--- config.mk ---
export PLATFORM = sky130hd
export DESIGN_NAME = sram_mbist_march_ctrl
export DESIGN_NICKNAME = d
export VERILOG_FILES = /design/src/rtl/sram_mbist_march_ctrl.sv
export SDC_FILE = /design/constraint.sdc
export NUM_CORES = 1
export LEC_CHECK = 0
export CORE_AREA = 2 2 80 82
export DETAILED_ROUTE_END_ITERATION = 10
export DIE_AREA = 0 0 82 84
export HOLD_SLACK_MARGIN = 0.06
export PLACE_DENSITY_LB_ADDON = 0.08
export SYNTH_ARGS = -nofsm -noshare
export SYNTH_HDL_FRONTEND = slang
export SYNTH_SLANG_ARGS = --single-unit
--- constraint.sdc ---
create_clock -name clk0 -period 3 [get_ports clk0]
set_input_delay 0.6 -clock clk0 [delete_from_list [all_inputs] [get_ports clk0]]
set_output_delay 0.6 -clock clk0 [all_outputs]
set_load 0.05 [all_outputs]
--- src/rtl/sram_mbist_march_ctrl.sv ---
// March C- memory BIST controller driving one single-port SRAM RW port.
// Define MBIST_DIAG_EN to keep first-fail address/element and a saturating mismatch count.
module sram_mbist_march_ctrl #(
  parameter int                    DATA_WIDTH = 32,
  parameter int                    ADDR_WIDTH = 9,
  parameter logic [DATA_WIDTH-1:0] DATA_BG    = '0
) (
  input  logic                  clk0,
  input  logic                  rst0_n,
  input  logic                  start,
  output logic                  mem_csb0,
  output logic                  mem_web0,
  output logic [ADDR_WIDTH-1:0] mem_addr0,
  output logic [DATA_WIDTH-1:0] mem_din0,
  input  logic [DATA_WIDTH-1:0] mem_dout0,
  output logic                  busy,
  output logic                  done,
  output logic                  fail,
  output logic [ADDR_WIDTH-1:0] fail_addr,
  output logic [2:0]            fail_elem,
  output logic [15:0]           fail_cnt
);

  // state | meaning
  // IDLE  | waiting for start, SRAM deselected
  // RUN   | one March command per cycle, no bubbles
  // DRAIN | SRAM deselected, last reads still in the compare pipeline
  // DONE  | result held until the next start

  typedef enum logic [1:0] {S_IDLE, S_RUN, S_DRAIN, S_DONE} state_t;

  localparam logic [ADDR_WIDTH-1:0] CNT_MAX = '1;
  localparam logic [ADDR_WIDTH-1:0] CNT_ONE = {{(ADDR_WIDTH-1){1'b0}}, 1'b1};

  state_t                  state, state_nxt;
  logic [2:0]              elem, elem_nxt;
  logic [ADDR_WIDTH-1:0]   cnt, cnt_nxt;
  logic                    phase, phase_nxt;
  logic                    drain_last, drain_last_nxt;
  logic                    csb_nxt, web_nxt;
  logic [ADDR_WIDTH-1:0]   addr_nxt;
  logic [DATA_WIDTH-1:0]   din_nxt;
  logic                    busy_nxt, done_nxt;
  logic                    launch, issue_rd;

  logic                    two_op, is_read, desc, op_inv, last_cmd;
  logic [DATA_WIDTH-1:0]   op_data;
  logic [ADDR_WIDTH-1:0]   op_addr;

  logic                    rd_v1, rd_v2;
  logic [DATA_WIDTH-1:0]   rd_exp1, rd_exp2;
  logic                    mismatch;

  // Elements 1-4 are read-then-write per address; 3 and 4 walk downwards.
  always_comb begin
    two_op   = (elem != 3'd0) && (elem != 3'd5);
    is_read  = (elem == 3'd5) || (two_op && !phase);
    desc     = (elem == 3'd3) || (elem == 3'd4);
    op_inv   = is_read ? ((elem == 3'd2) || (elem == 3'd4))
                       : ((elem == 3'd1) || (elem == 3'd3));
    op_data  = op_inv ? ~DATA_BG : DATA_BG;
    op_addr  = desc ? ~cnt : cnt;
    last_cmd = (elem == 3'd5) && (cnt == CNT_MAX);
  end

  always_ff @(posedge clk0 or negedge rst0_n) begin
    if (!rst0_n) begin
      state      <= S_IDLE;
      elem       <= '0;
      cnt        <= '0;
      phase      <= 1'b0;
      drain_last <= 1'b0;
      mem_csb0   <= 1'b1;
      mem_web0   <= 1'b1;
      mem_addr0  <= '0;
      mem_din0   <= '0;
      busy       <= 1'b0;
      done       <= 1'b0;
    end else begin
      state      <= state_nxt;
      elem       <= elem_nxt;
      cnt        <= cnt_nxt;
      phase      <= phase_nxt;
      drain_last <= drain_last_nxt;
      mem_csb0   <= csb_nxt;
      mem_web0   <= web_nxt;
      mem_addr0  <= addr_nxt;
      mem_din0   <= din_nxt;
      busy       <= busy_nxt;
      done       <= done_nxt;
    end
  end

  always_comb begin
    state_nxt      = state;
    elem_nxt       = elem;
    cnt_nxt        = cnt;
    phase_nxt      = phase;
    drain_last_nxt = drain_last;
    csb_nxt        = mem_csb0;
    web_nxt        = mem_web0;
    addr_nxt       = mem_addr0;
    din_nxt        = mem_din0;
    busy_nxt       = busy;
    done_nxt       = done;
    launch         = 1'b0;
    issue_rd       = 1'b0;
    case (state)
      S_IDLE, S_DONE: begin
        if (start) begin
          state_nxt = S_RUN;
          launch    = 1'b1;
          busy_nxt  = 1'b1;
          done_nxt  = 1'b0;
          elem_nxt  = '0;
          cnt_nxt   = '0;
          phase_nxt = 1'b0;
        end
      end
      S_RUN: begin
        csb_nxt  = 1'b0;
        web_nxt  = is_read;
        addr_nxt = op_addr;
        issue_rd = is_read;
        if (!is_read) din_nxt = op_data;
        if (two_op && !phase) begin
          phase_nxt = 1'b1;
        end else begin
          phase_nxt = 1'b0;
          if (cnt == CNT_MAX) begin
            cnt_nxt = '0;
            if (elem != 3'd5) elem_nxt = elem + 3'd1;
          end else begin
            cnt_nxt = cnt + CNT_ONE;
          end
        end
        if (last_cmd && !(two_op && !phase)) begin
          state_nxt      = S_DRAIN;
          drain_last_nxt = 1'b0;
        end
      end
      S_DRAIN: begin
        csb_nxt        = 1'b1;
        web_nxt        = 1'b1;
        drain_last_nxt = 1'b1;
        // Second drain edge is when the final read has reached the comparator.
        if (drain_last) begin
          state_nxt = S_DONE;
          done_nxt  = 1'b1;
          busy_nxt  = 1'b0;
        end
      end
      default: state_nxt = S_IDLE;
    endcase
  end

  // Read issued at E(i+1) is compared against mem_dout0 at E(i+3).
  assign mismatch = rd_v2 && (mem_dout0 != rd_exp2);

  always_ff @(posedge clk0 or negedge rst0_n) begin
    if (!rst0_n) begin
      rd_v1   <= 1'b0;
      rd_v2   <= 1'b0;
      rd_exp1 <= '0;
      rd_exp2 <= '0;
      fail    <= 1'b0;
    end else begin
      rd_v1   <= issue_rd;
      rd_v2   <= rd_v1;
      rd_exp1 <= op_data;
      rd_exp2 <= rd_exp1;
      if (launch) fail <= 1'b0;
      else if (mismatch) fail <= 1'b1;
    end
  end

`ifdef MBIST_DIAG_EN
  logic [ADDR_WIDTH-1:0] rd_addr1, rd_addr2;
  logic [2:0]            rd_elem1, rd_elem2;

  always_ff @(posedge clk0 or negedge rst0_n) begin
    if (!rst0_n) begin
      rd_addr1  <= '0;
      rd_addr2  <= '0;
      rd_elem1  <= '0;
      rd_elem2  <= '0;
      fail_addr <= '0;
      fail_elem <= '0;
      fail_cnt  <= '0;
    end else begin
      rd_addr1 <= op_addr;
      rd_addr2 <= rd_addr1;
      rd_elem1 <= elem;
      rd_elem2 <= rd_elem1;
      if (launch) begin
        fail_addr <= '0;
        fail_elem <= '0;
        fail_cnt  <= '0;
      end else if (mismatch) begin
        if (!fail) begin
          fail_addr <= rd_addr2;
          fail_elem <= rd_elem2;
        end
        if (fail_cnt != 16'hFFFF) fail_cnt <= fail_cnt + 16'd1;
      end
    end
  end
`else
  assign fail_addr = '0;
  assign fail_elem = '0;
  assign fail_cnt  = '0;
`endif

endmodule

==> metrics.md, run 1 <==
| Metric | Value |
|---|---|
| Vias after detailed routing | 1859 |
| Area of the multi-input gates | 0.00113 sq mm |
| First-pass detailed-route iteration total | 4 |
| GRT Max-Usage Layer | met2 |
| Starting density of the core | 0.401 |
| Post-route ant nets | 0 |
| Chip height | 84 um |
| Synth Flop Type | dfrtp_1 |
| PD cells | 665 mW/mm^2 |
| Layout cell share with drive strength beyond 1 | 0.0903 |
| GP Congestion | 0.771 |
| Final worst slack | 0.493 ns |
| Die Wd | 82 um |
| Setup WS pre-CTS | 0.523 ns |
| Slew HR | 0.667 |
| #FFs+latches synth | 35 |
| Largest area contributor in the netlist | dfrtp_1 |
| Worst IR Drop VDD | 358 uV |
| Initial antenna violation count | 0 |
| Synth unique cells | 40 |
| # diodes | 0 |
| Area of the mapped netlist | 0.00244 sq mm |
| Vias in the first global route | 1683 |
| Post-synth ARST share | 1.00 |
| Post-synthesis sequential area ratio | 0.360 |
| FF/Latch Area | 878 sq um |
| Final hold viol count | 0 |
| Fmax | 399 MHz |
| Post-Synthesis Cells | 269 |
| Tightest Pin Transition | 0.489 ns |
| Worst hold path depth | 0 |
| HP Class | reg -> reg |
| Top cells by count, synth | 60 x buf_4, 33 x dfrtp_1, 24 x nand2_1, 19 x nor2_1, 16 x o21ai_0 |
| FP Rows | 29 |
| GRT overflow | 0 |
| Clk slew on worst S/H paths | 0.07 ns |
| Reg2reg start | cnt[0] |
| R2R Setup Slk | 0.49 ns |
| Wire per inst | 12.1 um |
| Port-buffer cells | 80 |
| CTS max path bufs | 2 |
| Drt via density | 4.67 |
| DRT iter0 DRCs | 48 |
| Crit start category | flop |
| Post-CTS Resized | 0 |
| Number of buffers inserted by hold repair at cts | 0 |
| CTS tree | built |
| Met1 Use GR | 0.198 |
| Max_cap viols | 0 |
| Critical Path Max Stage Delay | 0.45 ns |
| Post-synth EDFFs | 0 |
| Fin area | 0.00311 sq mm |
| Met3 Usage GRT | 0.0455 |
| Clk sinks | 35 |
| Final count of negative-setup-slack endpoints | 0 |
| TritonCTS Buffers | 5 |
| Post-CTS Setup Inserts | 0 |
| CTS root buf | clkbuf_8 |
| Post-Place Cell Area | 0.00297 sq mm |
| Fillers | 573 |
| Syn Area/Cell | 9.08 sq um |
| Reg2Reg Depth | 8 |
| Synth top area cells | dfrtp_1 34%, buf_4 18%, ha_1 4.6%, mux2_2 4.1%, nand2_1 3.7% |
| Io pins | 109 |
| Critical Path Sink Type | flop |
| Nets@finish | 364 |
| Worst path required time | 3.19 ns |
| Hold endpoint | rd_exp2[30] |
| RSZ-0062 raised after global routing | no |
| Met2 global-route usage | 0.221 |
| Top cell type's share of synthesized area | 0.338 |
| Remaining routing DRC violations | 0 |
| Final Critical Period | 2.51 ns |
| Die area | 0.00689 sq mm |
| Design Power | 0.00207 W |
| Top-count cell post-synth | buf_4 |
| Critical Path Fanout Max | 10 |
| GRT Resource Usage Total | 0.146 |
| Core Area | 0.00610 sq mm |
| Worst path slowest cell | dfrtp_1 |
| Crit Reg-Reg Endpoint | cnt[3] |
| Total negative slack | 0 ns |
| Final wirelength | 4800 um |
| Largest net degree at the start of global routing | 36 |
| Crit path cell chain | ha_1 > and3_1 > and3_1 > and3_1 > ha_1 > nand2b_1 > or2_4 > o31ai_1 |
| Layout Skew | 0.00922 ns |
| Final period utilization | 0.836 |
| Crit path DAT | 2.70 ns |
| Synth Warn # | 0 |
| Clk_lat worst skew | 0.29 ns |
| Layout area overhead | 27.2% |
| Static Leak | 1.36 nW |
| CP most frequent cell | and3_1 |
| Worst Hold Launch | rd_exp1[30] |
| Max Slew Vio Count | 0 |
| Detailed placement HPWL | 3620 um |
| CP Class | reg -> reg |
| H-tree lvl count | 2 |
| WP buf/inv | 0 |
| First-pass GRT wire length | 7820 um |
| Status | finished, final reports clean |
| CP top delay family | simple AND/OR/NAND/NOR gates |
per-stage QoR:
step                hold WS, ns  std cells  utilization
detailed placement        0.336        390        0.488
floorplan                 0.304        296            -
global route              0.355        398        0.509
global placement          0.336        390        0.488
finish                    0.352        398        0.509
CTS                       0.351        398        0.509
registers in the layout, indices dropped and copies added (netlist names):
register / flops
fail: 1
rd_v1: 1
phase: 1
drain_last: 1
elem: 3
done: 1
cnt: 9
mem_addr0: 9
mem_csb0: 1
state: 2
rd_v2: 1
mem_din0: 1
rd_exp1: 1
busy: 1
rd_exp2: 1
mem_web0: 1
placed cells by master (no fill, tap or decap), types with 2 or more instances in the layout:
cell	instances
a211oi_1	2
a21oi_1	8
a22o_1	2
a31oi_1	6
and3_1	5
buf_4	3
bufinv_16	2
clkbuf_8	5
clkdlybuf4s50_1	80
conb_1	28
dfrtp_1	33
dfstp_2	2
ha_1	9
inv_1	12
mux2_2	9
mux2i_1	2
nand2_1	24
nand2b_1	2
nand3_1	7
nand4_1	4
nor2_1	19
nor3_1	10
nor4_1	5
o21ai_0	16
o31ai_1	2
xnor2_1	9
report_power, final:
part           switching [W]  leakage (nW)  internal [W]  total (W)
combinational       0.000577         0.828      0.000336   0.000913
clock               0.000169        0.0654      0.000332   0.000501
sequential         0.0000810         0.466      0.000571   0.000652
kinds of logic (layout without fill, tap and decap cells):
logic type / count (synthesis) / count (layout) / share of synthesized area
simple gates: 79 / 79 / 0.155
buf+inv: 78 / 103 / 0.219
compound gates: 46 / 46 / 0.128
flops: 35 / 35 / 0.360
mux: 12 / 12 / 0.0589
fa+ha+maj: 9 / 9 / 0.0461
xor+xnor: 9 / 9 / 0.0323
other cells: 1 / 28 / 0.00154
worst max-delay path by stage:
stage | endpoint | cells past startpoint | from
after CTS | cnt[3] | 8 | cnt[0]
final | cnt[3] | 8 | cnt[0]
after global routing | state[1] | 10 | cnt[0]
after detailed placement | cnt[3] | 8 | cnt[0]
after floorplan | cnt[5] | 9 | cnt[0]
after global placement | cnt[3] | 8 | cnt[0]
area by class of cell:
type                            instances  share of cell area
Clock buffer                            6              0.0234
Clock inverter                          2              0.0193
Inverter                               12              0.0145
Multi-Input combinational cell        183               0.364
Sequential cell                        35               0.283
Tap cell                               77              0.0310
Timing Repair Buffer                   83               0.265
layer usage:
| layer | part of all wire | vias to the layer above |
|---|---|---|
| met1 | 0.47 | 841 |
| met2 | 0.42 | 80 |
| met5 | 0 | - |
| li1 | - | 932 |
| met4 | 0.011 | 0 |
| met3 | 0.090 | 6 |
Note: power is estimated with default switching activity, not from simulation.
==> inputs of run 2 (changes only) <==
Settings changed: CORE_AREA 2 2 80 82 to 2 2 84 86, DIE_AREA 0 0 82 84 to 0 0 86 88.
Clock period 3 ns to 2.05 ns, I/O delays scaled along.
==> metrics.md, run 2 (same netlist as run 1, synthesis figures left out) <==
| Metric | Value |
|---|---|
| CP Class | reg -> reg |
| FP Rows | 30 |
| Final period utilization | 0.977 |
| Final wirelength | 5470 um |
| Static Leak | 1.61 nW |
| Number of buffers inserted by hold repair at cts | 0 |
| Layout area overhead | 48.0% |
| Layout Skew | 0.00494 ns |
| Final Critical Period | 2.00 ns |
| RSZ-0062 raised after global routing | yes |
| Die area | 0.00757 sq mm |
| Initial antenna violation count | 0 |
| Drt via density | 4.71 |
| Largest net degree at the start of global routing | 36 |
| Worst Hold Launch | rd_v1 |
| Layout cell share with drive strength beyond 1 | 0.264 |
| Vias in the first global route | 1828 |
| CTS max path bufs | 2 |
| Critical Path Fanout Max | 6 |
| Crit start category | flop |
| Clk slew on worst S/H paths | 0.07 ns |
| CTS tree | built |
| Remaining routing DRC violations | 0 |
| Port-buffer cells | 80 |
| Clk sinks | 35 |
| Clk_lat worst skew | 0.29 ns |
| PD cells | 863 mW/mm^2 |
| # diodes | 0 |
| Slew HR | 0.656 |
| Crit path DAT | 2.20 ns |
| Commonest non-fill, non-tap cell in the layout | clkdlybuf4s50_1 |
| DRT iter0 DRCs | 72 |
| Critical Path Source | cnt[0] |
| First-pass detailed-route iteration total | 4 |
| Fmax | 499 MHz |
| Leading cell types in the layout, fill and taps excluded | 46 x clkdlybuf4s50_1, 34 x buf_12, 33 x dfrtp_1 |
| Fin area | 0.00361 sq mm |
| Vias after detailed routing | 1963 |
| Critical Path Sink Type | flop |
| Status | finished, final reports clean |
| Io pins | 109 |
| Chip height | 88 um |
| Nets@finish | 380 |
| Max Slew Vio Count | 0 |
| Largest registers | cnt (9), mem_addr0 (9), elem (3) |
| Tightest Pin Transition | 0.505 ns |
| GRT overflow | 0 |
| Reg2reg start | cnt[0] |
| GRT Resource Usage Total | 0.146 |
| Wire per inst | 13.1 um |
| H-tree lvl count | 2 |
| CTS root buf | clkbuf_8 |
| Fillers | 600 |
| TritonCTS Buffers | 5 |
| Detailed placement HPWL | 4210 um |
| Starting density of the core | 0.368 |
| Final count of negative-setup-slack endpoints | 0 |
| Die Wd | 86 um |
| HP Class | reg -> reg |
| GP Congestion | 0.786 |
| Post-Place Cell Area | 0.00344 sq mm |
| Worst IR Drop VDD | 504 uV |
| Final hold viol count | 0 |
| Max_cap viols | 0 |
| Core Area | 0.00664 sq mm |
| First-pass GRT wire length | 8720 um |
| Design Power | 0.00312 W |
| Worst path required time | 2.25 ns |
| Post-route ant nets | 0 |
run 2: routing by layer:
metal | vias up | wire length (um) | GRT usage
met5 | - | 0 | 0
met3 | 6 | 453 | 0.0396
li1 | 968 | - | -
met2 | 81 | 2410 | 0.229
met4 | 0 | 77 | 0.0548
met1 | 908 | 2540 | 0.194
run 2: worst paths after layout:
path,end,slack [ns],cells past startpoint
worst max register to register,cnt[3],0.05,8
max in group asynchronous,mem_web0,1.14,2
worst max-delay path,cnt[3],0.05,8
worst min register to register,rd_v2,0.35,0
min in group asynchronous,mem_addr0[1],0.55,2
worst min-delay path,rd_v2,0.35,0
run 2: final cells by class:
type,instances,area [sq um],area share
inverter,12,45.0,0.0125
clock inverter,2,35.0,0.00969
timing repair buffer,99,1280,0.355
sequential,35,878,0.243
clock buffer,6,82.6,0.0228
multi-input combinational,183,1190,0.329
tap,80,100,0.0277
run 2: worst max-delay path, stage by stage, from the launching register on:
cell and delay, ns:
dfrtp_1 0.40, ha_2 0.19, and3_4 0.18, and3_4 0.18, and3_4 0.18, ha_4 0.16
nand2b_4 0.16, or2_4 0.26, o31ai_1 0.21
run 2: power by group:
part	total [W]	internal, W	switching [W]
Clock	0.000648	0.000393	0.000254
Sequential	0.000946	0.000836	0.000110
Combinational	0.00153	0.000590	0.000938
run 2: repair_timing:
item / 4_1_cts / 5_1_grt
gates resized for setup: 0 / 9
endpoints found under the setup margin: 0 / 8
setup buffers: 0 / 4
run 2: per-stage QoR:
stage	hold slack, ns	worst slack (ns)	utilization	setup TNS [ns]	instances
after global routing	0.361	-0.0273	0.544	-0.0508	417
final	0.350	0.0478	0.544	0	417
after detailed placement	0.335	0.0239	0.518	0	405
after floorplan	0.114	-0.0145	-	-0.0145	296
after global placement	0.332	0.0743	0.518	0	405
after CTS	0.351	0.0307	0.536	0	413
==> inputs of run 3 (changes only) <==
Settings changed: SLEW_MARGIN set to 10.
==> results of run 3 <==
Same layout as run 2: the final DEF is identical, and so are final timing and power.
